## config.mk

```make
export PLATFORM = sky130hd
export DESIGN_NAME = symm_row_sumsq_flat
export DESIGN_NICKNAME = d
export VERILOG_FILES = /design/src/rtl/symm_row_sumsq_pkg.sv /design/src/rtl/symm_row_sumsq_if.sv /design/src/rtl/symm_row_sumsq_sq_acc.sv /design/src/rtl/symm_row_sumsq.sv /design/src/flat_wrapper.sv
export SDC_FILE = /design/constraint.sdc
export NUM_CORES = 2
export LEC_CHECK = 0
export ABC_AREA = 1
export BUFFER_PORTS_ARGS = -buffer_cell sky130_fd_sc_hd__buf_4
export CAP_MARGIN = 20
export CORE_MARGIN = 2
export CORE_UTILIZATION = 50
export DETAILED_ROUTE_END_ITERATION = 16
export PLACE_DENSITY_LB_ADDON = 0.1
export SLEW_MARGIN = 20
export SYNTH_ARGS = -nofsm -noshare
export SYNTH_HDL_FRONTEND = slang
export SYNTH_HIERARCHICAL = 1
export SYNTH_SLANG_ARGS = --single-unit
```

## constraint.sdc

```tcl
create_clock -name clk_nsum -period 10.7 [get_ports clk_nsum]
set_input_delay 3.21 -clock clk_nsum [delete_from_list [all_inputs] [get_ports clk_nsum]]
set_output_delay 3.21 -clock clk_nsum [all_outputs]
set_load 0.005 [all_outputs]
```

## src/rtl/symm_row_sumsq_pkg.sv

```systemverilog
// Shared fixed-point constants and FSM state type for the symmetric orthogonalisation datapath.
// The row-normalisation controller imports this package too.
package symm_pkg;
  localparam int DATA_W    = 26;
  localparam int FRAC_BITS = 20;
  localparam int ACC_W     = 2 * DATA_W + 2;

  typedef logic signed [DATA_W-1:0] data_t;

  localparam data_t SAT_MAX = {1'b0, {(DATA_W-1){1'b1}}};

  typedef enum logic [1:0] {IDLE, ACC, DONE} state_e;
endpackage

```

## src/rtl/symm_row_sumsq_if.sv

```systemverilog
// Request/matrix/result bundle between a requester (master) and the row sum-of-squares engine (slave).
interface symm_row_sumsq_if;
  import symm_pkg::*;

  logic  start_nsum;
  data_t i11, i12, i13, i14;
  data_t i21, i22, i23, i24;
  data_t i31, i32, i33, i34;
  data_t i41, i42, i43, i44;
  logic  busy_nsum;
  logic  done_nsum;
  logic  sat_nsum;
  data_t sum1, sum2, sum3, sum4;

  modport master (
    output start_nsum,
    output i11, i12, i13, i14, i21, i22, i23, i24,
    output i31, i32, i33, i34, i41, i42, i43, i44,
    input  busy_nsum, done_nsum, sat_nsum, sum1, sum2, sum3, sum4
  );

  modport slave (
    input  start_nsum,
    input  i11, i12, i13, i14, i21, i22, i23, i24,
    input  i31, i32, i33, i34, i41, i42, i43, i44,
    output busy_nsum, done_nsum, sat_nsum, sum1, sum2, sum3, sum4
  );
endinterface

```

## src/rtl/symm_row_sumsq_sq_acc.sv

```systemverilog
// Single-multiplier square / rescale / accumulate unit with saturated row result.
// acc_sat and sat_flag reflect the accumulator including the current element x.
module symm_sq_acc
  import symm_pkg::*;
(
  input  logic  clk,
  input  logic  rst,
  input  logic  clr,
  input  logic  en,
  input  data_t x,
  output data_t acc_sat,
  output logic  sat_flag
);

  logic signed [2*DATA_W-1:0] x_ext;
  logic signed [2*DATA_W-1:0] prod;
  logic signed [ACC_W-1:0]    scaled;
  logic signed [ACC_W-1:0]    sum;
  logic signed [ACC_W-1:0]    sat_lim;
  logic signed [ACC_W-1:0]    acc_q;
  logic signed [ACC_W-1:0]    acc_d;

  always_comb begin
    x_ext    = $signed({{DATA_W{x[DATA_W-1]}}, x});
    prod     = x_ext * x_ext;
    scaled   = $signed({{(ACC_W-2*DATA_W){prod[2*DATA_W-1]}}, prod}) >>> FRAC_BITS;
    sum      = acc_q + scaled;
    sat_lim  = $signed({{(ACC_W-DATA_W){1'b0}}, SAT_MAX});
    sat_flag = (sum > sat_lim);
    acc_sat  = sat_flag ? SAT_MAX : sum[DATA_W-1:0];
    // clr wins over en so the row-closing element is written out and dropped in one cycle
    acc_d = acc_q;
    if (clr) begin
      acc_d = '0;
    end else if (en) begin
      acc_d = sum;
    end
  end

  always_ff @(posedge clk) begin
    if (rst) begin
      acc_q <= '0;
    end else begin
      acc_q <= acc_d;
    end
  end

endmodule

```

## src/rtl/symm_row_sumsq.sv

```systemverilog
// Per-row sum of squares of a captured 4x4 matrix, one element per cycle, rows written as they finish.
// Holds the FSM, element index, input capture register and registered outputs.
module symm_row_sumsq
  import symm_pkg::*;
(
  input logic             clk_nsum,
  input logic             rst_nsum,
  symm_row_sumsq_if.slave bus
);

  data_t  in_arr [16];
  state_e state_q, state_d;
  logic [3:0] idx_q, idx_d;
  data_t  cap_q [16];
  data_t  cap_d [16];
  data_t  sum_q [4];
  data_t  sum_d [4];
  logic   busy_q, busy_d;
  logic   done_q, done_d;
  logic   sat_q, sat_d;
  logic   acc_clr, acc_en;
  data_t  acc_sat;
  logic   sat_flag;

  always_comb begin
    in_arr[0]  = bus.i11;  in_arr[1]  = bus.i12;  in_arr[2]  = bus.i13;  in_arr[3]  = bus.i14;
    in_arr[4]  = bus.i21;  in_arr[5]  = bus.i22;  in_arr[6]  = bus.i23;  in_arr[7]  = bus.i24;
    in_arr[8]  = bus.i31;  in_arr[9]  = bus.i32;  in_arr[10] = bus.i33;  in_arr[11] = bus.i34;
    in_arr[12] = bus.i41;  in_arr[13] = bus.i42;  in_arr[14] = bus.i43;  in_arr[15] = bus.i44;
  end

  symm_sq_acc u_sq_acc (
    .clk      (clk_nsum),
    .rst      (rst_nsum),
    .clr      (acc_clr),
    .en       (acc_en),
    .x        (cap_q[idx_q]),
    .acc_sat  (acc_sat),
    .sat_flag (sat_flag)
  );

  always_comb begin
    state_d = state_q;
    idx_d   = idx_q;
    cap_d   = cap_q;
    sum_d   = sum_q;
    busy_d  = busy_q;
    done_d  = 1'b0;
    sat_d   = sat_q;
    acc_clr = 1'b0;
    acc_en  = 1'b0;
    case (state_q)
      IDLE: begin
        if (bus.start_nsum) begin
          cap_d   = in_arr;
          idx_d   = '0;
          sat_d   = 1'b0;
          busy_d  = 1'b1;
          acc_clr = 1'b1;
          state_d = ACC;
        end
      end
      ACC: begin
        acc_en = 1'b1;
        idx_d  = idx_q + 4'd1;
        if (idx_q[1:0] == 2'd3) begin
          sum_d[idx_q[3:2]] = acc_sat;
          acc_clr           = 1'b1;
          if (sat_flag) sat_d = 1'b1;
        end
        if (idx_q == 4'd15) state_d = DONE;
      end
      DONE: begin
        // busy drops and done rises together so a start in the done cycle is accepted
        busy_d  = 1'b0;
        done_d  = 1'b1;
        state_d = IDLE;
      end
      default: state_d = IDLE;
    endcase
  end

  always_ff @(posedge clk_nsum) begin
    if (rst_nsum) begin
      state_q <= IDLE;
      idx_q   <= '0;
      busy_q  <= 1'b0;
      done_q  <= 1'b0;
      sat_q   <= 1'b0;
      for (int k = 0; k < 16; k++) cap_q[k] <= '0;
      for (int k = 0; k < 4; k++)  sum_q[k] <= '0;
    end else begin
      state_q <= state_d;
      idx_q   <= idx_d;
      busy_q  <= busy_d;
      done_q  <= done_d;
      sat_q   <= sat_d;
      cap_q   <= cap_d;
      sum_q   <= sum_d;
    end
  end

  assign bus.busy_nsum = busy_q;
  assign bus.done_nsum = done_q;
  assign bus.sat_nsum  = sat_q;
  assign bus.sum1      = sum_q[0];
  assign bus.sum2      = sum_q[1];
  assign bus.sum3      = sum_q[2];
  assign bus.sum4      = sum_q[3];

endmodule

```

## src/flat_wrapper.sv

```systemverilog
// flat-port wrapper written by rule: the top's interface ports become plain ports
module symm_row_sumsq_flat import symm_pkg::*;
  (clk_nsum, rst_nsum, bus_start_nsum, bus_i11, bus_i12, bus_i13, bus_i14, bus_i21, bus_i22, bus_i23, bus_i24, bus_i31, bus_i32, bus_i33, bus_i34, bus_i41, bus_i42, bus_i43, bus_i44, bus_busy_nsum, bus_done_nsum, bus_sat_nsum, bus_sum1, bus_sum2, bus_sum3, bus_sum4);
  symm_row_sumsq_if bus_i ();
  input logic clk_nsum;
  input logic rst_nsum;
  input wire logic [$bits(bus_i.start_nsum)-1:0] bus_start_nsum;
  input wire logic [$bits(bus_i.i11)-1:0] bus_i11;
  input wire logic [$bits(bus_i.i12)-1:0] bus_i12;
  input wire logic [$bits(bus_i.i13)-1:0] bus_i13;
  input wire logic [$bits(bus_i.i14)-1:0] bus_i14;
  input wire logic [$bits(bus_i.i21)-1:0] bus_i21;
  input wire logic [$bits(bus_i.i22)-1:0] bus_i22;
  input wire logic [$bits(bus_i.i23)-1:0] bus_i23;
  input wire logic [$bits(bus_i.i24)-1:0] bus_i24;
  input wire logic [$bits(bus_i.i31)-1:0] bus_i31;
  input wire logic [$bits(bus_i.i32)-1:0] bus_i32;
  input wire logic [$bits(bus_i.i33)-1:0] bus_i33;
  input wire logic [$bits(bus_i.i34)-1:0] bus_i34;
  input wire logic [$bits(bus_i.i41)-1:0] bus_i41;
  input wire logic [$bits(bus_i.i42)-1:0] bus_i42;
  input wire logic [$bits(bus_i.i43)-1:0] bus_i43;
  input wire logic [$bits(bus_i.i44)-1:0] bus_i44;
  output wire logic [$bits(bus_i.busy_nsum)-1:0] bus_busy_nsum;
  output wire logic [$bits(bus_i.done_nsum)-1:0] bus_done_nsum;
  output wire logic [$bits(bus_i.sat_nsum)-1:0] bus_sat_nsum;
  output wire logic [$bits(bus_i.sum1)-1:0] bus_sum1;
  output wire logic [$bits(bus_i.sum2)-1:0] bus_sum2;
  output wire logic [$bits(bus_i.sum3)-1:0] bus_sum3;
  output wire logic [$bits(bus_i.sum4)-1:0] bus_sum4;
  assign bus_i.start_nsum = bus_start_nsum;
  assign bus_i.i11 = bus_i11;
  assign bus_i.i12 = bus_i12;
  assign bus_i.i13 = bus_i13;
  assign bus_i.i14 = bus_i14;
  assign bus_i.i21 = bus_i21;
  assign bus_i.i22 = bus_i22;
  assign bus_i.i23 = bus_i23;
  assign bus_i.i24 = bus_i24;
  assign bus_i.i31 = bus_i31;
  assign bus_i.i32 = bus_i32;
  assign bus_i.i33 = bus_i33;
  assign bus_i.i34 = bus_i34;
  assign bus_i.i41 = bus_i41;
  assign bus_i.i42 = bus_i42;
  assign bus_i.i43 = bus_i43;
  assign bus_i.i44 = bus_i44;
  assign bus_busy_nsum = bus_i.busy_nsum;
  assign bus_done_nsum = bus_i.done_nsum;
  assign bus_sat_nsum = bus_i.sat_nsum;
  assign bus_sum1 = bus_i.sum1;
  assign bus_sum2 = bus_i.sum2;
  assign bus_sum3 = bus_i.sum3;
  assign bus_sum4 = bus_i.sum4;
  symm_row_sumsq u_core (.clk_nsum(clk_nsum), .rst_nsum(rst_nsum), .bus(bus_i));
endmodule
```

==> impl_metrics.yaml <==
cells_and_area:
  final_cell_area_mm2: 0.06982
  drive_above_1_share: 0.2725
  fin_nets: 9481
  synthToLayoutAreaGrowth_pct: 35.47
die:
  initial_core_util: 0.5051
  core_area_mm2: 0.1020
  die_w_um: 325.1
  placementRows: 117
  dieHeight_um: 325.1
  boundaryPins: 526
  die_area_mm2: 0.1057
route:
  met1_length_um: 78550
  drtPass1Iterations: 6
  wl_met2_um: 84280
  drc_errors: 0
  wire_per_inst_um: 19.43
  top_layer_used: "met5"
  viasPerCell: 5.182
  ant_nets: 0
  via_count: 49850
  drt-total-wl_um: 186900
  wl_met3_um: 15280
  drt_iter0_drc: 4412
synthesis:
  synth_cell_types: 48
  yosysSeqAreaShare: 0.2265
  netlist_instances: 7047
  synth_edf_count: 0
  synth_top_area_share: 0.2540
  syn_area_mm2: 0.05154
  yosys_most_used_dff: "dfxtp_1"
  synthTopCellsByArea: "fa_1 (25%), dfxtp_1 (23%), inv_1 (12%), nand2_1 (11%), o21ai_0 (5.8%)"
  async_reset_ff_frac: 0
  synth_nets: 8332
  syn_area_per_cell_um2: 7.313
  synth-seq-cells: 583
  yosys.area.top_type: "fa_1"
  ys_warn_count: 6
sta:
  relSlewSlack: 0.1694
  timing.final.crit_share: 0.9959
  final.setup_skew_ps: 31.42
  slew_violations: 0
  finalHoldViolCount: 0
  rsz0062_at_grt: "yes"
  setup_violations: 0
  tightest_slew_ps: 1246
  fmax_mhz: 93.84
  tns_ps: 0
  timing.final.ws_setup_ps: 43.36
  fin_crit_ps: 10660
worst_setup_path:
  cpMostUsedCell: "nand2_1"
  slowest_stage: "fa_1"
  cpPeakStageDelay_ps: 580
  worst-setup-path-type: "register to register"
  critPathCaptureType: "register"
  crit_fanout: 8
  cp_data_required_time_ps: 11240
  critical_path_arrival_ps: 11200
  startpoint_type: "register"
global_routing:
  grt-ovfl-total: 0
  grt_use_total: 0.3412
  grt_max_degree: 234
  grt_pass1_wl_um: 279200
  first_global_vias: 49190
  antenna_found_initial: 2
flow_run:
  maxCapViolations: 0
clock_tree:
  path_clk_slew_ps: 60
  clk-insertion-delay-late_ps: 650
  cts_tree: "yes"
  cts_buffers: 67
  root_buffer: "clkbuf_16"
  clock_sinks: 583
  htree_levels: 3
  clock_path_buffers: 3
place:
  io_buffers: 525
  place_congestion: 0.9613
  dp_slack_ps: -759.8
  hpwl_um: 141300
  place_area_mm2: 0.06223
run_status:
  status: "complete, no violations"
worst_hold_path:
  min_path_type: "register to register"
==> worst paths after layout <==
| check | from | end | slack, ps | cells past startpoint |
|---|---|---|---|---|
| worst min-delay path | u_core/cap_q[223] | u_core/cap_q[223] | 450 | 2 |
| worst max register to register | u_core/idx_q[0] | u_core/bus.sum4[22] | 40 | 59 |
| worst max-delay path | u_core/idx_q[0] | u_core/bus.sum4[22] | 40 | 59 |
| worst min register to register | u_core/cap_q[223] | u_core/cap_q[223] | 450 | 2 |
==> flip-flops by register name (all words and copies together), names as in the netlist <==
register and count:
u_core/bus.busy_nsum 1, u_core/bus.sum1 26, u_core/idx_q 4, u_core/state_q 2, u_core/bus.sum2 26, u_core/bus.sum3 26
u_core/u_sq_acc/acc_q 54, u_core/bus.sum4 26, u_core/cap_q 416, u_core/bus.done_nsum 1, u_core/bus.sat_nsum 1
==> final cells by class <==
| type | count | area [µm²] |
|---|---|---|
| sequential | 583 | 11680 |
| tap | 1368 | 1712 |
| fill | 8692 | 32220 |
| multi-input combinational | 4452 | 35210 |
| clock buffer | 89 | 1901 |
| antenna | 1 | 2.502 |
| clock inverter | 35 | 449.2 |
| timing repair inverter | 2 | 32.53 |
| inverter | 1671 | 6326 |
| timing repair buffer | 1419 | 12510 |
==> kinds of logic after synthesis <==
group / synth area share
compound gates: 0.1253
xor+xnor: 0.01563
fa+ha+maj: 0.3055
buf+inv: 0.1492
flops: 0.2265
simple gates: 0.1779
==> synthesized netlist by cell type, types with 2 or more instances <==
cell type and number:
clkinv_1 2, nor2_1 393, o211ai_1 37, nand3_1 270, nor2_2 20, inv_1 1643, nand3b_1 4, a21oi_1 550
buf_12 2, a21oi_2 3, xor2_1 44, a21boi_0 3, a31o_2 2, clkbuf_1 260, a31oi_1 17, xnor2_1 48
o21bai_1 16, nor4_1 3, inv_2 26, o21ai_0 595, nor3_1 18, buf_6 2, nand3_2 7, and3_1 7
o21a_1 4, buf_2 54, or2_2 6, o31ai_1 2, buf_4 6, nor2_4 9, o21ai_1 3, dfxtp_1 583
nand4_1 12, nand2_1 1463, buf_1 17, ha_1 212, nand2_2 34, fa_1 654, a21o_1 7
==> metrics by stage <==
stage / util / hold WS (ps) / cells
after floorplan: - / 428.7 / 7047
after global placement: 0.6099 / 438.9 / 9368
after detailed placement: 0.6099 / 443.3 / 9368
after CTS: 0.6483 / 452.8 / 9533
after global routing: 0.6843 / 467.3 / 9620
final: 0.6843 / 449.9 / 9620
==> routing by layer <==
metal  global-route usage  vias up
met4               0.1407        2
met1               0.4660    24070
li1                     -    23510
met5                    0        -
met2               0.5358     1891
met3              0.06074      372
==> placed cells by master, fill, tap and decap left out, types with 76 or more instances in the layout <==
master | netlist | layout
nand2_2 | 34 | 168
clkbuf_16 | 0 | 88
nor2_1 | 393 | 328
o21ai_0 | 595 | 505
nand2_1 | 1463 | 1272
dfxtp_1 | 583 | 581
fa_1 | 654 | 629
inv_2 | 26 | 76
nand3_1 | 270 | 207
inv_1 | 1643 | 1587
buf_4 | 6 | 1268
ha_1 | 212 | 170
a21oi_1 | 550 | 490
==> critical path, delay by kind of cell (launching register included) <==
kind / cells / cell delay, ps
compound gates: 3 / 370
simple gates: 28 / 3070
fa+ha+maj: 9 / 4060
buf+inv: 17 / 2140
flops: 1 / 410
xor+xnor: 2 / 400
==> timing repair <==
item	in CTS	in global routing
buffers inserted	24	66
cloned	17	21
hold buffers	0	0
setup endpoints to repair	107	108
gates resized for setup	221	724
pin swaps	42	283
Power is not shown: default switching activity piles up to over one toggle a cycle in this logic, so the estimate is an artifact.
